[config.mk]
export PLATFORM = sky130hd
export DESIGN_NAME = nor_fanout_sweep
export DESIGN_NICKNAME = d
export VERILOG_FILES = /design/src/rtl/nor_fanout_sweep_pkg.sv /design/src/rtl/nor_fanout_sweep_chain.sv /design/src/rtl/nor_fanout_sweep.sv
export SDC_FILE = /design/constraint.sdc
export NUM_CORES = 1
export LEC_CHECK = 0
export BUFFER_PORTS_ARGS = -buffer_cell sky130_fd_sc_hd__buf_2
export CAP_MARGIN = 20
export CORE_MARGIN = 1
export CORE_UTILIZATION = 31
export CTS_CLUSTER_SIZE = 8
export DETAILED_ROUTE_END_ITERATION = 8
export SLEW_MARGIN = 20
export SYNTH_ARGS = -nofsm -noshare
export SYNTH_HDL_FRONTEND = slang
export SYNTH_HIERARCHICAL = 1
export SYNTH_SLANG_ARGS = --single-unit
[constraint.sdc]
create_clock -name clk -period 9.1 [get_ports clk]
set_clock_uncertainty 0.05 [all_clocks]
set_input_delay 0.455 -clock clk [delete_from_list [all_inputs] [get_ports clk]]
set_output_delay 0.455 -clock clk [all_outputs]
set_load 0.02 [all_outputs]
[src/rtl/nor_fanout_sweep_pkg.sv]
// Shared types and helpers for the NOR fanout sweep: FSM states, the expected
// branch value, and a saturating adder for the mismatch counter.
package nor_sweep_pkg;

    typedef enum logic [1:0] {IDLE, HIGH, LOW, FIN} state_t;

    // A disabled branch's first gate is pinned low, so only the remaining
    // BRANCH_LEN-1 inversions matter; an active branch inverts once per stage.
    function automatic logic exp_bit(input logic stim, input logic disabled,
                                     input int trunk_len, input int branch_len);
        if (disabled)
            return ((branch_len - 1) % 2) != 0;
        return stim ^ (((trunk_len + branch_len) % 2) != 0);
    endfunction

    function automatic logic [31:0] sat_add(input logic [31:0] a, input logic [31:0] b,
                                            input logic [31:0] max_v);
        logic [32:0] s;
        s = {1'b0, a} + {1'b0, b};
        return (s > {1'b0, max_v}) ? max_v : s[31:0];
    endfunction

endpackage

[src/rtl/nor_fanout_sweep_chain.sv]
// Series chain of NOR2_X1 stages; stage 0 has a selectable A2, the rest tie A2 to GND.
module nor_chain #(
    parameter int LEN = 1
) (
    input  logic a,
    input  logic a2_first,
    output logic y
);

    for (genvar i = 0; i < LEN; i++) begin : stg
        logic z;
        if (i == 0) begin : g_first
            assign z = ~(a | a2_first);
        end else begin : g_rest
            assign z = ~(stg[i-1].z | 1'b0);
        end
    end

    assign y = stg[LEN-1].z;

endmodule

[src/rtl/nor_fanout_sweep.sv]
// NOR trunk/branch fanout structure with an on-chip pulse sequencer that
// samples every branch once per phase and accumulates mismatches.
module nor_fanout_sweep
    import nor_sweep_pkg::*;
#(
    parameter int CHANNELS   = 3,
    parameter int TRUNK_LEN  = 6,
    parameter int FANOUT     = 4,
    parameter int BRANCH_LEN = 4,
    parameter int CNT_W      = 16,
    parameter int SAMPLE_OFS = 2
) (
    input  logic                         clk,
    input  logic                         rst,
    input  logic                         start,
    input  logic [CNT_W-1:0]             pulse_w,
    input  logic [CNT_W-1:0]             gap_w,
    input  logic [CNT_W-1:0]             num_pulses,
    input  logic [CHANNELS*FANOUT-1:0]   load_mask,
    output logic                         stim,
    output logic [CHANNELS*FANOUT-1:0]   branch_out,
    output logic                         busy,
    output logic                         done,
    output logic [CNT_W-1:0]             err_cnt,
    output logic [CHANNELS*FANOUT-1:0]   err_flags
);

    localparam int NB = CHANNELS * FANOUT;
    localparam logic [CNT_W-1:0] CNT_MAX = {CNT_W{1'b1}};
    localparam logic [CNT_W-1:0] SOFS    = CNT_W'(SAMPLE_OFS);

    state_t            state;
    logic [CNT_W-1:0]  pw_l, gw_l, pl, cnt;
    logic [NB-1:0]     mask_l;
    logic [CHANNELS-1:0] trunk_y;
    logic [NB-1:0]     br_raw, exp_vec, mism;
    logic [CNT_W-1:0]  len, samp_idx, pop, pw_c, gw_c;
    logic              samp_en;

    for (genvar c = 0; c < CHANNELS; c++) begin : g_ch
        nor_chain #(.LEN(TRUNK_LEN)) u_trunk (
            .a(stim), .a2_first(1'b0), .y(trunk_y[c])
        );
        for (genvar b = 0; b < FANOUT; b++) begin : g_br
            nor_chain #(.LEN(BRANCH_LEN)) u_branch (
                .a(trunk_y[c]), .a2_first(mask_l[c*FANOUT+b]), .y(br_raw[c*FANOUT+b])
            );
        end
    end

    assign branch_out = br_raw;
    assign pw_c = (pulse_w == '0) ? CNT_W'(1) : pulse_w;
    assign gw_c = (gap_w == '0) ? CNT_W'(1) : gap_w;

    // Phase position is len-cnt, since cnt is loaded with len on phase entry.
    always_comb begin
        len      = (state == LOW) ? gw_l : pw_l;
        samp_idx = ((len - CNT_W'(1)) < SOFS) ? (len - CNT_W'(1)) : SOFS;
        samp_en  = ((state == HIGH) || (state == LOW)) && ((len - cnt) == samp_idx);
        for (int i = 0; i < NB; i++)
            exp_vec[i] = exp_bit(stim, mask_l[i], TRUNK_LEN, BRANCH_LEN);
        mism = samp_en ? (branch_out ^ exp_vec) : '0;
        pop  = CNT_W'($countones(mism));
    end

    always_ff @(posedge clk) begin
        if (rst) begin
            state     <= IDLE;
            stim      <= 1'b0;
            busy      <= 1'b0;
            done      <= 1'b0;
            err_cnt   <= '0;
            err_flags <= '0;
            pw_l      <= '0;
            gw_l      <= '0;
            pl        <= '0;
            cnt       <= '0;
            mask_l    <= '0;
        end else begin
            done <= 1'b0;
            if (mism != '0) begin
                err_flags <= err_flags | mism;
                err_cnt   <= CNT_W'(sat_add(32'(err_cnt), 32'(pop), 32'(CNT_MAX)));
            end
            case (state)
                IDLE: if (start) begin
                    pw_l      <= pw_c;
                    gw_l      <= gw_c;
                    pl        <= num_pulses;
                    mask_l    <= load_mask;
                    err_cnt   <= '0;
                    err_flags <= '0;
                    if (num_pulses == '0) begin
                        state <= FIN;
                        done  <= 1'b1;
                    end else begin
                        state <= HIGH;
                        stim  <= 1'b1;
                        busy  <= 1'b1;
                        cnt   <= pw_c;
                    end
                end
                HIGH: if (cnt == CNT_W'(1)) begin
                    state <= LOW;
                    stim  <= 1'b0;
                    cnt   <= gw_l;
                    pl    <= pl - CNT_W'(1);
                end else begin
                    cnt <= cnt - CNT_W'(1);
                end
                LOW: if (cnt == CNT_W'(1)) begin
                    if (pl != '0) begin
                        state <= HIGH;
                        stim  <= 1'b1;
                        cnt   <= pw_l;
                    end else begin
                        state <= FIN;
                        busy  <= 1'b0;
                        done  <= 1'b1;
                    end
                end else begin
                    cnt <= cnt - CNT_W'(1);
                end
                FIN:     state <= IDLE;
                default: state <= IDLE;
            endcase
        end
    end

endmodule

==> metrics.yaml, run 1 <==
status: "finished, final reports clean"
fin_area_sq_um: 9210
required_ns: 9.33
clock-sinks: 109
hpwl_mm: 19.2
area_delta_synth_final_pct: 14.4
worst-setup-path-type: "flop to flop"
path_buf_inv: 5
tritoncts: "yes"
max_stage_delay_ns: 0.58
power_density_nw_per_um2: 346
synthTopCellsByArea: "dfxtp_1 (27%), a21oi_1 (7.0%), nand2_1 (6.3%), ha_1 (4.8%), o21ai_0 (3.3%)"
num_vias: 8215
wl_per_cell_um: 17.1
io_buffers: 105
grt_pass1_wl_mm: 39.8
grt_max_degree: 73
critPathMaxFanout: 10
synth_edf_count: 0
synth.distinct_cells: 78
slew_violations: 0
synth_adder_area_share_pct: 7.06
antenna_found_initial: 1
wl_met1_mm: 12.0
tightest_slew_ns: 1.03
clkLatencyLatePin_ns: 0.37
grt_overflow_total: 0
min_path_type: "input pin to flop"
finalPower_mw: 3.19
ios: 106
rows: 58
muxShareOfSynthArea_pct: 3.19
hp-start: "gap_w[1]"
cts_buffer_depth: 2
arrival_ns: 8.67
dpl_cell_area_sq_um: 8900
hold_violations: 0
synth_top_area_cell: "dfxtp_1"
syn_area_per_cell_sq_um: 7.52
max_freq_mhz: 119
netlist_instances: 1070
drive_above_1_share_pct: 15.8
async_reset_ff_share_pct: 0
wl_met2_mm: 11.3
dr.pass1.iters: 5
grt_pass1_vias: 7433
ys_ff_latch: 109
highest_layer: "met4"
cts_buffers: 9
synth_area_sq_um: 8050
start_util_pct: 31.8
die_w_um: 163
die_y_um: 163
hold_end: "gw_l[1]$_SDFFE_PP0P_"
tns_ns: 0
yosysSeqAreaShare_pct: 27.1
core-area_sq_um: 25300
cpMostUsedCell: "fa_1"
synth_common_cells: "nand2_1 (136), a21oi_1 (113), dfxtp_1 (109)"
peakVddDrop_uv: 141
dp_slack_ns: 0.313
synth_warnings: 6
synth-compound-area-share_pct: 27.0
cp-start-kind: "flop"
setup_slack_ns: 0.663
ant_nets: 0
period_share_pct: 92.7
grt_use_total_pct: 18.8
yosys.area_share.simple_pct: 26.3
reg2reg_slack_ns: 0.66
fillers: 2628
synth_most_common_cell: "nand2_1"
grt_setup_unrepaired: "no"
ys.flop_type: "dfxtp_1"
multi_input_area_sq_um: 5440
dieArea_sq_um: 26600
end_kind: "flop"
reg2regPathDepth: 29
cts_root_buffer: "clkbuf_16"
diodes: 0
path_clk_slew_ns: 0.09
cts_max_level: 3
min_path_cells: 2
rr_startpoint: "state[0]$_SDFFE_PP0P_"
drtIter0Drc: 626
p_leak_nw: 3.60
route.met3.wl_mm: 1.48
drv_cap: 0
synth_top_family_by_area: "compound AO/OA/AOI/OAI gates"
drt-total-wl_mm: 25.3
nets: 1247
synth-xor-area-share_pct: 3.59
yosysTopAreaCellShare_pct: 27.1
via_per_inst: 5.55
finalSetupViolCount: 0
crit_family: "adder cells"
seqCellArea_sq_um: 2180
drc: 0
slew_headroom_pct: 30.6
rr_endpoint: "err_cnt[6]$_SDFF_PP0_"
critPathSlowestCell: "or4_1"
post-route-min-period_ns: 8.44
place_congestion: 0.947
==> layout make-up <==
type	instances	area share, %
Clock inverter	6	0.571
Clock buffer	10	2.59
Timing Repair Buffer	122	7.23
Inverter	57	2.32
Tap cell	330	4.48
Multi-Input combinational cell	845	59.1
Sequential cell	109	23.7
==> metrics by stage <==
stage | instances | util [%] | hold WS (ns)
finish | 1479 | 36.4 | 0.272
global route | 1479 | 36.4 | 0.264
detailed placement | 1461 | 35.1 | 0.387
global placement | 1461 | 35.1 | 0.385
CTS | 1477 | 36.3 | 0.262
floorplan | 1072 | - | 0.391
==> state kept, by name, indices dropped and copies added, names as in the netlist <==
| name | cells |
|---|---|
| stim | 1 |
| err_flags | 12 |
| pw_l | 16 |
| done | 1 |
| pl | 16 |
| state | 2 |
| cnt | 16 |
| err_cnt | 16 |
| gw_l | 16 |
| busy | 1 |
| mask_l | 12 |
==> worst reg2reg max path: cells and delay by family (launching register included) <==
family                     cells  cell delay, ns
DFF                            1            0.33
and+or+nand+nor                6            1.89
AOI/OAI and AO/OA              7            1.29
muxes                          1            0.34
buffers and inverters          5            0.57
xor gates and xnor gates       1            0.30
adders and majority gates      9            3.58
==> worst max path at each step <==
stage	start	to	slack, ns	cells after the start
global route	state[0]$_SDFFE_PP0P_	err_cnt[2]$_SDFF_PP0_	0.11	30
finish	state[0]$_SDFFE_PP0P_	err_cnt[6]$_SDFF_PP0_	0.66	29
CTS	state[0]$_SDFFE_PP0P_	err_cnt[6]$_SDFF_PP0_	0.29	28
floorplan	state[0]$_SDFFE_PP0P_	err_cnt[6]$_SDFF_PP0_	0.03	33
detailed placement	state[0]$_SDFFE_PP0P_	err_cnt[6]$_SDFF_PP0_	0.31	28
global placement	state[0]$_SDFFE_PP0P_	err_cnt[6]$_SDFF_PP0_	0.44	28
==> metal layers <==
metal	track usage, %	vias up
met3	3.35	27
li1	-	4073
met1	26.1	3910
met2	29.8	205
met5	0	-
met4	5.14	0
==> cell usage in the layout, fill, tap and decap left out, types with 23 or more instances in the layout <==
cell type | netlist | final
nand3_1 | 24 | 24
o21ai_0 | 53 | 53
nor2_1 | 67 | 66
a21oi_1 | 113 | 113
a211oi_1 | 24 | 23
ha_1 | 31 | 30
xnor2_1 | 25 | 25
dfxtp_1 | 109 | 109
inv_1 | 55 | 55
buf_2 | 1 | 105
nand2_1 | 136 | 136
nor4_1 | 31 | 31
==> cells by family (layout without fill, tap and decap cells) <==
| group | count (synthesis) | count (layout) |
|---|---|---|
| AOI/OAI and AO/OA | 332 | 332 |
| xor gates and xnor gates | 33 | 33 |
| adders and majority gates | 40 | 40 |
| buffers and inverters | 118 | 195 |
| DFF | 109 | 109 |
| muxes | 24 | 24 |
| other | 1 | 3 |
| and+or+nand+nor | 413 | 413 |
==> where the power goes <==
part	internal, mW	switching (mW)
clock network	0.199	0.202
registers	0.579	0.122
logic	0.801	1.29
==> what timing repair did <==
item / 4_1_cts / 5_1_grt
gates resized for setup: 0 / 2
setup buffers: 0 / 2
hold endpoints to repair: 0 / 0
hold buffers: 0 / 0
setup endpoints to repair: 0 / 10
Power figures use the tool's default switching activity.
==> run 2, diff against run 1 <==
RECOVER_POWER = 100   (was default)
==> run 2 against run 1 <==
  * The run now ends with capacitance limit, slew limit left
  * Register-to-register slack about the same
  * Combinational power about the same
  * Critical endpoint unchanged
  * Largest cell class unchanged
  * Sequential power about the same
  * Critical path type unchanged
==> metrics.yaml, run 2 (synthesis results as in run 1) <==
cts_max_level: 3  # unchanged
clock-sinks: 109  # unchanged
fillers: 2661  # was 2628
nets: 1247  # unchanged
start_util_pct: 31.8  # unchanged
hold_violations: 0  # unchanged
clkLatencyLatePin_ns: 0.37  # about the same
max_freq_mhz: 118  # was 119 MHz
cp-start-kind: "flop"  # unchanged
power_density_nw_per_um2: 347  # was 346 nW/um^2
max_stage_delay_ns: 0.58  # about the same
rows: 58  # unchanged
crit_path_end: "err_cnt[6]$_SDFF_PP0_"  # unchanged
place_congestion: 0.947  # unchanged
rr_startpoint: "state[0]$_SDFFE_PP0P_"  # unchanged
via_per_inst: 5.56  # was 5.55
reg2regPathDepth: 29  # unchanged
layout_commonest_cell: "nand2_1"  # unchanged
hpwl_mm: 19.2  # unchanged
die_y_um: 163  # unchanged
tns_ns: 0  # unchanged
arrival_ns: 8.67  # about the same
dpl_cell_area_sq_um: 8900  # unchanged
drc: 0  # unchanged
critPathSlowestCell: "or4_1"  # unchanged
end_kind: "flop"  # unchanged
cts_root_buffer: "clkbuf_16"  # unchanged
final_cell_mix: "nand2_1 (136), a21oi_1 (113), dfxtp_1 (109), buf_2 (75), nor2_1 (66)"  # was nand2_1 (136), a21oi_1 (113), dfxtp_1 (109), buf_2 (105), nor2_1 (66)
worst-setup-path-type: "flop to flop"  # unchanged
die_w_um: 163  # unchanged
cts_buffers: 9  # unchanged
io_buffers: 105  # unchanged
fin_area_sq_um: 9110  # was 9210 sq um
ant_nets: 0  # unchanged
tritoncts: "yes"  # unchanged
drv_cap: 1  # was 0
rr_endpoint: "err_cnt[6]$_SDFF_PP0_"  # unchanged
min_path_type: "input pin to flop"  # unchanged
drive_above_1_share_pct: 12.0  # was 15.8%
p_leak_nw: 3.42  # was 3.60 nW
peakVddDrop_uv: 135  # was 141 uV
period_share_pct: 92.9  # was 92.7%
cts_buffer_depth: 2  # unchanged
ios: 106  # unchanged
violations: "capacitance limit, slew limit"
path_clk_slew_ns: 0.09  # about the same
status: "finished with violations"  # was finished, final reports clean
area_delta_synth_final_pct: 13.1  # was 14.4%
post-route-min-period_ns: 8.45  # was 8.44 ns
worstSetupStartpoint: "state[0]$_SDFFE_PP0P_"  # unchanged
wl_per_cell_um: 17.1  # about the same
grt_pass1_wl_mm: 39.8  # unchanged
drtIter0Drc: 604  # was 626
cpMostUsedCell: "fa_1"  # unchanged
core-area_sq_um: 25300  # unchanged
tightest_slew_ns: 1.88  # was 1.03 ns
slew_headroom_pct: -25.3  # was 30.6%
dr.pass1.iters: 5  # unchanged
required_ns: 9.32  # was 9.33 ns
slew_violations: 34  # was 0
grt_pass1_vias: 7433  # unchanged
grt_overflow_total: 0  # unchanged
finalSetupViolCount: 0  # unchanged
critPathMaxFanout: 10  # unchanged
reg2reg_slack_ns: 0.65  # was 0.66 ns
dieArea_sq_um: 26600  # unchanged
diodes: 0  # unchanged
antenna_found_initial: 1  # unchanged
grt_max_degree: 73  # unchanged
num_vias: 8223  # was 8215
grt_use_total_pct: 18.8  # unchanged
grt_setup_unrepaired: "no"  # unchanged
drt-total-wl_mm: 25.2  # was 25.3 mm
## run 2: per-stage QoR
step	hold slack [ns]	total power, mW	worst slack (ns)	std cells	utilization, %
3_3_place_gp	0.385	2.75	0.438	1461	35.1
4_1_cts	0.262	3.17	0.287	1477	36.3
6_report	0.273	3.16	0.648	1479	36.0
5_1_grt	0.264	3.44	0.0878	1479	36.0
2_1_floorplan	0.391	2.26	0.0260	1072	-
3_5_place_dp	0.387	2.76	0.313	1461	35.1
## run 2: how the worst min path moves through the flow
stage	from	depth (start not counted)	to
finish	gap_w[1]	2	gw_l[1]$_SDFFE_PP0P_
global route	gap_w[4]	2	gw_l[4]$_SDFFE_PP0P_
CTS	gap_w[1]	2	gw_l[1]$_SDFFE_PP0P_
detailed placement	err_flags[1]$_SDFF_PP0_	2	err_flags[1]$_SDFF_PP0_
global placement	err_flags[1]$_SDFF_PP0_	2	err_flags[1]$_SDFF_PP0_
floorplan	pl[1]$_SDFFE_PP0P_	2	pl[1]$_SDFFE_PP0P_
## run 2: area by class of cell
cell class	count	area (sq um)	share of cell area [%]
Timing Repair Buffer	122	606	6.65
Sequential cell	109	2180	24.0
Multi-Input combinational cell	845	5400	59.3
Clock buffer	10	239	2.62
Tap cell	330	413	4.53
Clock inverter	6	52.6	0.577
Inverter	57	214	2.35
## run 2: per-layer routing
layer	wire length (um)	part of all wire [%]	global-route usage (%)
met5	0	0	0
met3	1410	5.6	3.35
met2	11300	45	29.8
met1	12000	48	26.1
met4	454	1.8	5.14
## run 2: repair_timing
action | CTS | global route
setup buffers | 0 | 2
setup endpoints to repair | 0 | 10
hold buffers | 0 | 0
gates resized for setup | 0 | 2
## run 2: report_power, final
| part | leakage, nW | switching (mW) | internal, mW |
|---|---|---|---|
| clock network | 0.138 | 0.200 | 0.199 |
| registers | 0.892 | 0.121 | 0.579 |
| logic | 2.39 | 1.27 | 0.792 |
| total | 3.42 | 1.59 | 1.57 |
## run 2: critical path, delay by kind of cell, from the launching register on
family	cells	cell delay (ns)
adders and majority gates	9	3.58
muxes	1	0.34
xor gates and xnor gates	1	0.30
AOI/OAI and AO/OA	7	1.30
and+or+nand+nor	6	1.89
DFF	1	0.33
buffers and inverters	5	0.57
==> run 3, diff against run 2 <==
CAP_MARGIN = default   (was 20)
SYNTH_HIERARCHICAL = default   (was 1)
==> run 3 against run 2 <==
  * The run still ends with capacitance limit, slew limit left
  * Cell count decreased by 42%
  * Fmax increased by 67%
  * First-iteration DRC count decreased by 49%
  * Combinational power decreased by 45%
  * Synthesized area decreased by 41%
  * Flip-flop and latch count decreased by 28
  * Die area decreased by 40%
  * Final area decreased by 42%
  * Sequential share of layout area increased by 6.7 points
  * Clock power decreased by 11%
  * Setup slack improved by 3.4 ns
  * Highest routed layer unchanged
==> metrics.yaml, run 3 <==
arrival_ns: 5.20  # was 8.67 ns
slew_violations: 87  # was 34
max_freq_mhz: 198  # was 118 MHz
finalPower_mw: 2.08  # was 3.16 mW
dr.pass1.iters: 5  # unchanged
drive_above_1_share_pct: 16.2  # was 12.0%
drt-total-wl_mm: 12.9  # was 25.2 mm
path_clk_slew_ns: 0.07  # was 0.09 ns
yosysTopAreaCellShare_pct: 34.0  # was 27.1%
area_delta_synth_final_pct: 10.9  # was 13.1%
multi_input_area_sq_um: 2710  # was 5400 sq um
die_w_um: 126  # was 163 um
cts_buffer_depth: 2  # unchanged
power.switching_mw: 1.00  # was 1.59 mW
synth_edf_count: 0  # unchanged
min_path_type: "input pin to flop"  # unchanged
highest_layer: "met4"  # unchanged
final_cell_mix: "nand2_1 (127), dfxtp_1 (81), a21oi_1 (73), buf_2 (62), nor2_1 (50)"  # was nand2_1 (136), a21oi_1 (113), dfxtp_1 (109), buf_2 (75), nor2_1 (66)
clock-sinks: 81  # was 109
seqCellArea_sq_um: 1620  # was 2180 sq um
cts_root_buffer: "clkbuf_16"  # unchanged
drc: 0  # unchanged
wl_met2_mm: 5.69  # was 11.3 mm
route.met3.wl_um: 663  # was 1.41 mm
synth_area_sq_um: 4770  # was 8050 sq um
peakVddDrop_uv: 137  # was 135 uV
num_vias: 4560  # was 8223
ios: 106  # unchanged
rr_startpoint: "cnt[2]$_SDFFE_PP0P_"  # was state[0]$_SDFFE_PP0P_
pwr-share-clk_pct: 17.1  # was 12.6%
netlist_instances: 637  # was 1070
yosysSeqAreaShare_pct: 34.0  # was 27.1%
rr_endpoint: "pl[5]$_SDFFE_PP0P_"  # was err_cnt[6]$_SDFF_PP0_
via_per_inst: 5.27  # was 5.56
drtIter0Drc: 307  # was 604
setup_slack_ns: 4.04  # was 0.648 ns
combPwrFrac_pct: 54.5  # was 65.2%
cp-start-kind: "flop"  # unchanged
worst-setup-path-type: "flop to flop"  # unchanged
finalSetupViolCount: 0  # unchanged
die_y_um: 126  # was 163 um
reg2reg_slack_ns: 4.04  # was 0.65 ns
synthTopCellsByArea: "dfxtp_1 (34%), nand2_1 (10%), a21oi_1 (7.7%), buf_4 (6.4%), nor2_1 (3.9%)"  # was dfxtp_1 (27%), a21oi_1 (7.0%), nand2_1 (6.3%), ha_1 (4.8%), o21ai_0 (3.3%)
synth_warnings: 0  # was 6
grt_max_degree: 83  # was 73
synth_common_cells: "nand2_1 (127), dfxtp_1 (81), a21oi_1 (73)"  # was nand2_1 (136), a21oi_1 (113), dfxtp_1 (109)
intPower_mw: 1.07  # was 1.57 mW
dieArea_sq_um: 15900  # was 26600 sq um
clkLatencyLatePin_ns: 0.34  # was 0.37 ns
hold_violations: 0  # unchanged
dp_slack_ns: 6.28  # was 0.313 ns
cts_setup_buffers: 0  # unchanged
slew_headroom_pct: -93.3  # was -25.3%
tightest_slew_ns: 2.88  # was 1.88 ns
status: "finished with violations"  # unchanged
ys_ff_latch: 81  # was 109
cts_max_level: 3  # unchanged
min_path_cells: 3  # was 2
instances_no_fill: 865  # was 1479
grt_pass1_vias: 4160  # was 7433
power_density_nw_per_um2: 393  # was 347 nW/um^2
antenna_found_initial: 0  # was 1
seqPwrFrac_pct: 28.4  # was 22.2%
hp-start: "load_mask[1]"  # was gap_w[1]
hpwl_mm: 8.70  # was 19.2 mm
syn_area_per_cell_sq_um: 7.49  # was 7.52 sq um
period_share_pct: 55.6  # was 92.9%
netSwitchingFraction_pct: 48.4  # was 50.3%
dp_cells: 849  # was 1461
io_buffers: 77  # was 105
dpl_cell_area_sq_um: 5050  # was 8900 sq um
ant_nets: 0  # unchanged
start_util_pct: 32.4  # was 31.8%
tritoncts: "yes"  # unchanged
critPathMaxFanout: 26  # was 10
grt_setup_unrepaired: "no"  # unchanged
layout_commonest_cell: "nand2_1"  # unchanged
fin_area_sq_um: 5300  # was 9110 sq um
post-route-min-period_ns: 5.06  # was 8.45 ns
wl_met1_mm: 6.27  # was 12.0 mm
place_congestion: 0.837  # was 0.947
synth_top_area_cell: "dfxtp_1"  # unchanged
grt_pass1_wl_mm: 21.3  # was 39.8 mm
post_cts_resize_count: 0  # unchanged
rows: 44  # was 58
end_kind: "flop"  # unchanged
required_ns: 9.24  # was 9.32 ns
reg2regPathDepth: 6  # was 29
ys.flop_type: "dfxtp_1"  # unchanged
grt_use_total_pct: 16.4  # was 18.8%
wl_per_cell_um: 14.9  # was 17.1 um
core-area_sq_um: 14800  # was 25300 sq um
diodes: 0  # unchanged
fillers: 1614  # was 2661
drv_cap: 3  # was 1
grt_overflow_total: 0  # unchanged
tns_ns: 0  # unchanged
cts_hold_buf: 0  # unchanged
nets: 745  # was 1247
p_leak_nw: 2.04  # was 3.42 nW
synth_most_common_cell: "nand2_1"  # unchanged
synth.distinct_cells: 69  # was 78
hold_end: "mask_l[1]$_SDFFE_PP0P_"  # was gw_l[1]$_SDFFE_PP0P_
async_reset_ff_share_pct: 0  # unchanged
violations: "capacitance limit, slew limit"  # unchanged
cts_buffers: 9  # unchanged
run 3: metrics by stage:
step	hold WS [ns]	util, %
after floorplan	0.381	-
after global placement	0.389	34.3
after detailed placement	0.392	34.3
after CTS	0.289	36.2
after global routing	0.304	35.9
final	0.299	35.9
run 3: worst max path at each step:
stage | cells past startpoint | start | slack [ns] | end
finish | 6 | cnt[2]$_SDFFE_PP0P_ | 4.04 | pl[5]$_SDFFE_PP0P_
global route | 6 | cnt[2]$_SDFFE_PP0P_ | 3.36 | pl[2]$_SDFFE_PP0P_
CTS | 9 | state[0]$_SDFFE_PP0P_ | 6.25 | cnt[13]$_SDFFE_PP0P_
detailed placement | 9 | state[0]$_SDFFE_PP0P_ | 6.28 | cnt[13]$_SDFFE_PP0P_
global placement | 6 | cnt[2]$_SDFFE_PP0P_ | 6.34 | pl[2]$_SDFFE_PP0P_
floorplan | 9 | cnt[1]$_SDFFE_PP0P_ | 7.09 | pl[10]$_SDFFE_PP0P_
run 3: power by group through the flow:
stage / logic [mW] / registers, mW / clock network, mW
global route: 1.26 / 0.609 / 0.381
detailed placement: 1.13 / 0.599 / 0
finish: 1.13 / 0.589 / 0.356
floorplan: 0.962 / 0.565 / 0
global placement: 1.13 / 0.597 / 0
CTS: 1.14 / 0.593 / 0.363
run 3: logic make-up (layout without fill, tap and decap cells):
family / after synthesis / count (layout) / synth area share [%]
buf+inv: 94 / 111 / 11.0
fa+ha+maj: 6 / 6 / 1.57
mux: 3 / 3 / 0.655
other cells: 1 / 28 / 0.0786
simple gates: 262 / 262 / 27.0
xor+xnor: 5 / 5 / 0.918
compound gates: 185 / 185 / 24.8
flops: 81 / 81 / 34.0
run 3: per-layer routing:
| metal | vias to the layer above | GRT usage [%] |
|---|---|---|
| met5 | - | 0 |
| met4 | 0 | 6.45 |
| met3 | 17 | 3.14 |
| met2 | 134 | 24.9 |
| met1 | 2130 | 22.9 |
| li1 | 2279 | - |
run 3: final cells by class:
cell class	count	share of cell area [%]
inverters	13	0.922
flip-flops and latches	81	30.6
multi-input cells	489	51.2
repair buffers	82	7.49
clock inverters	6	0.922
clock buffers	10	4.51
well taps	184	4.35
run 3: worst max-delay path, cell delays in order, from the launching register on:
cell and delay, ns:
dfxtp_1 0.36, nor4_1 1.32, nand4_2 0.24, a211oi_1 2.30, o21ai_0 0.33, a22oi_1 0.27
nor2_1 0.06
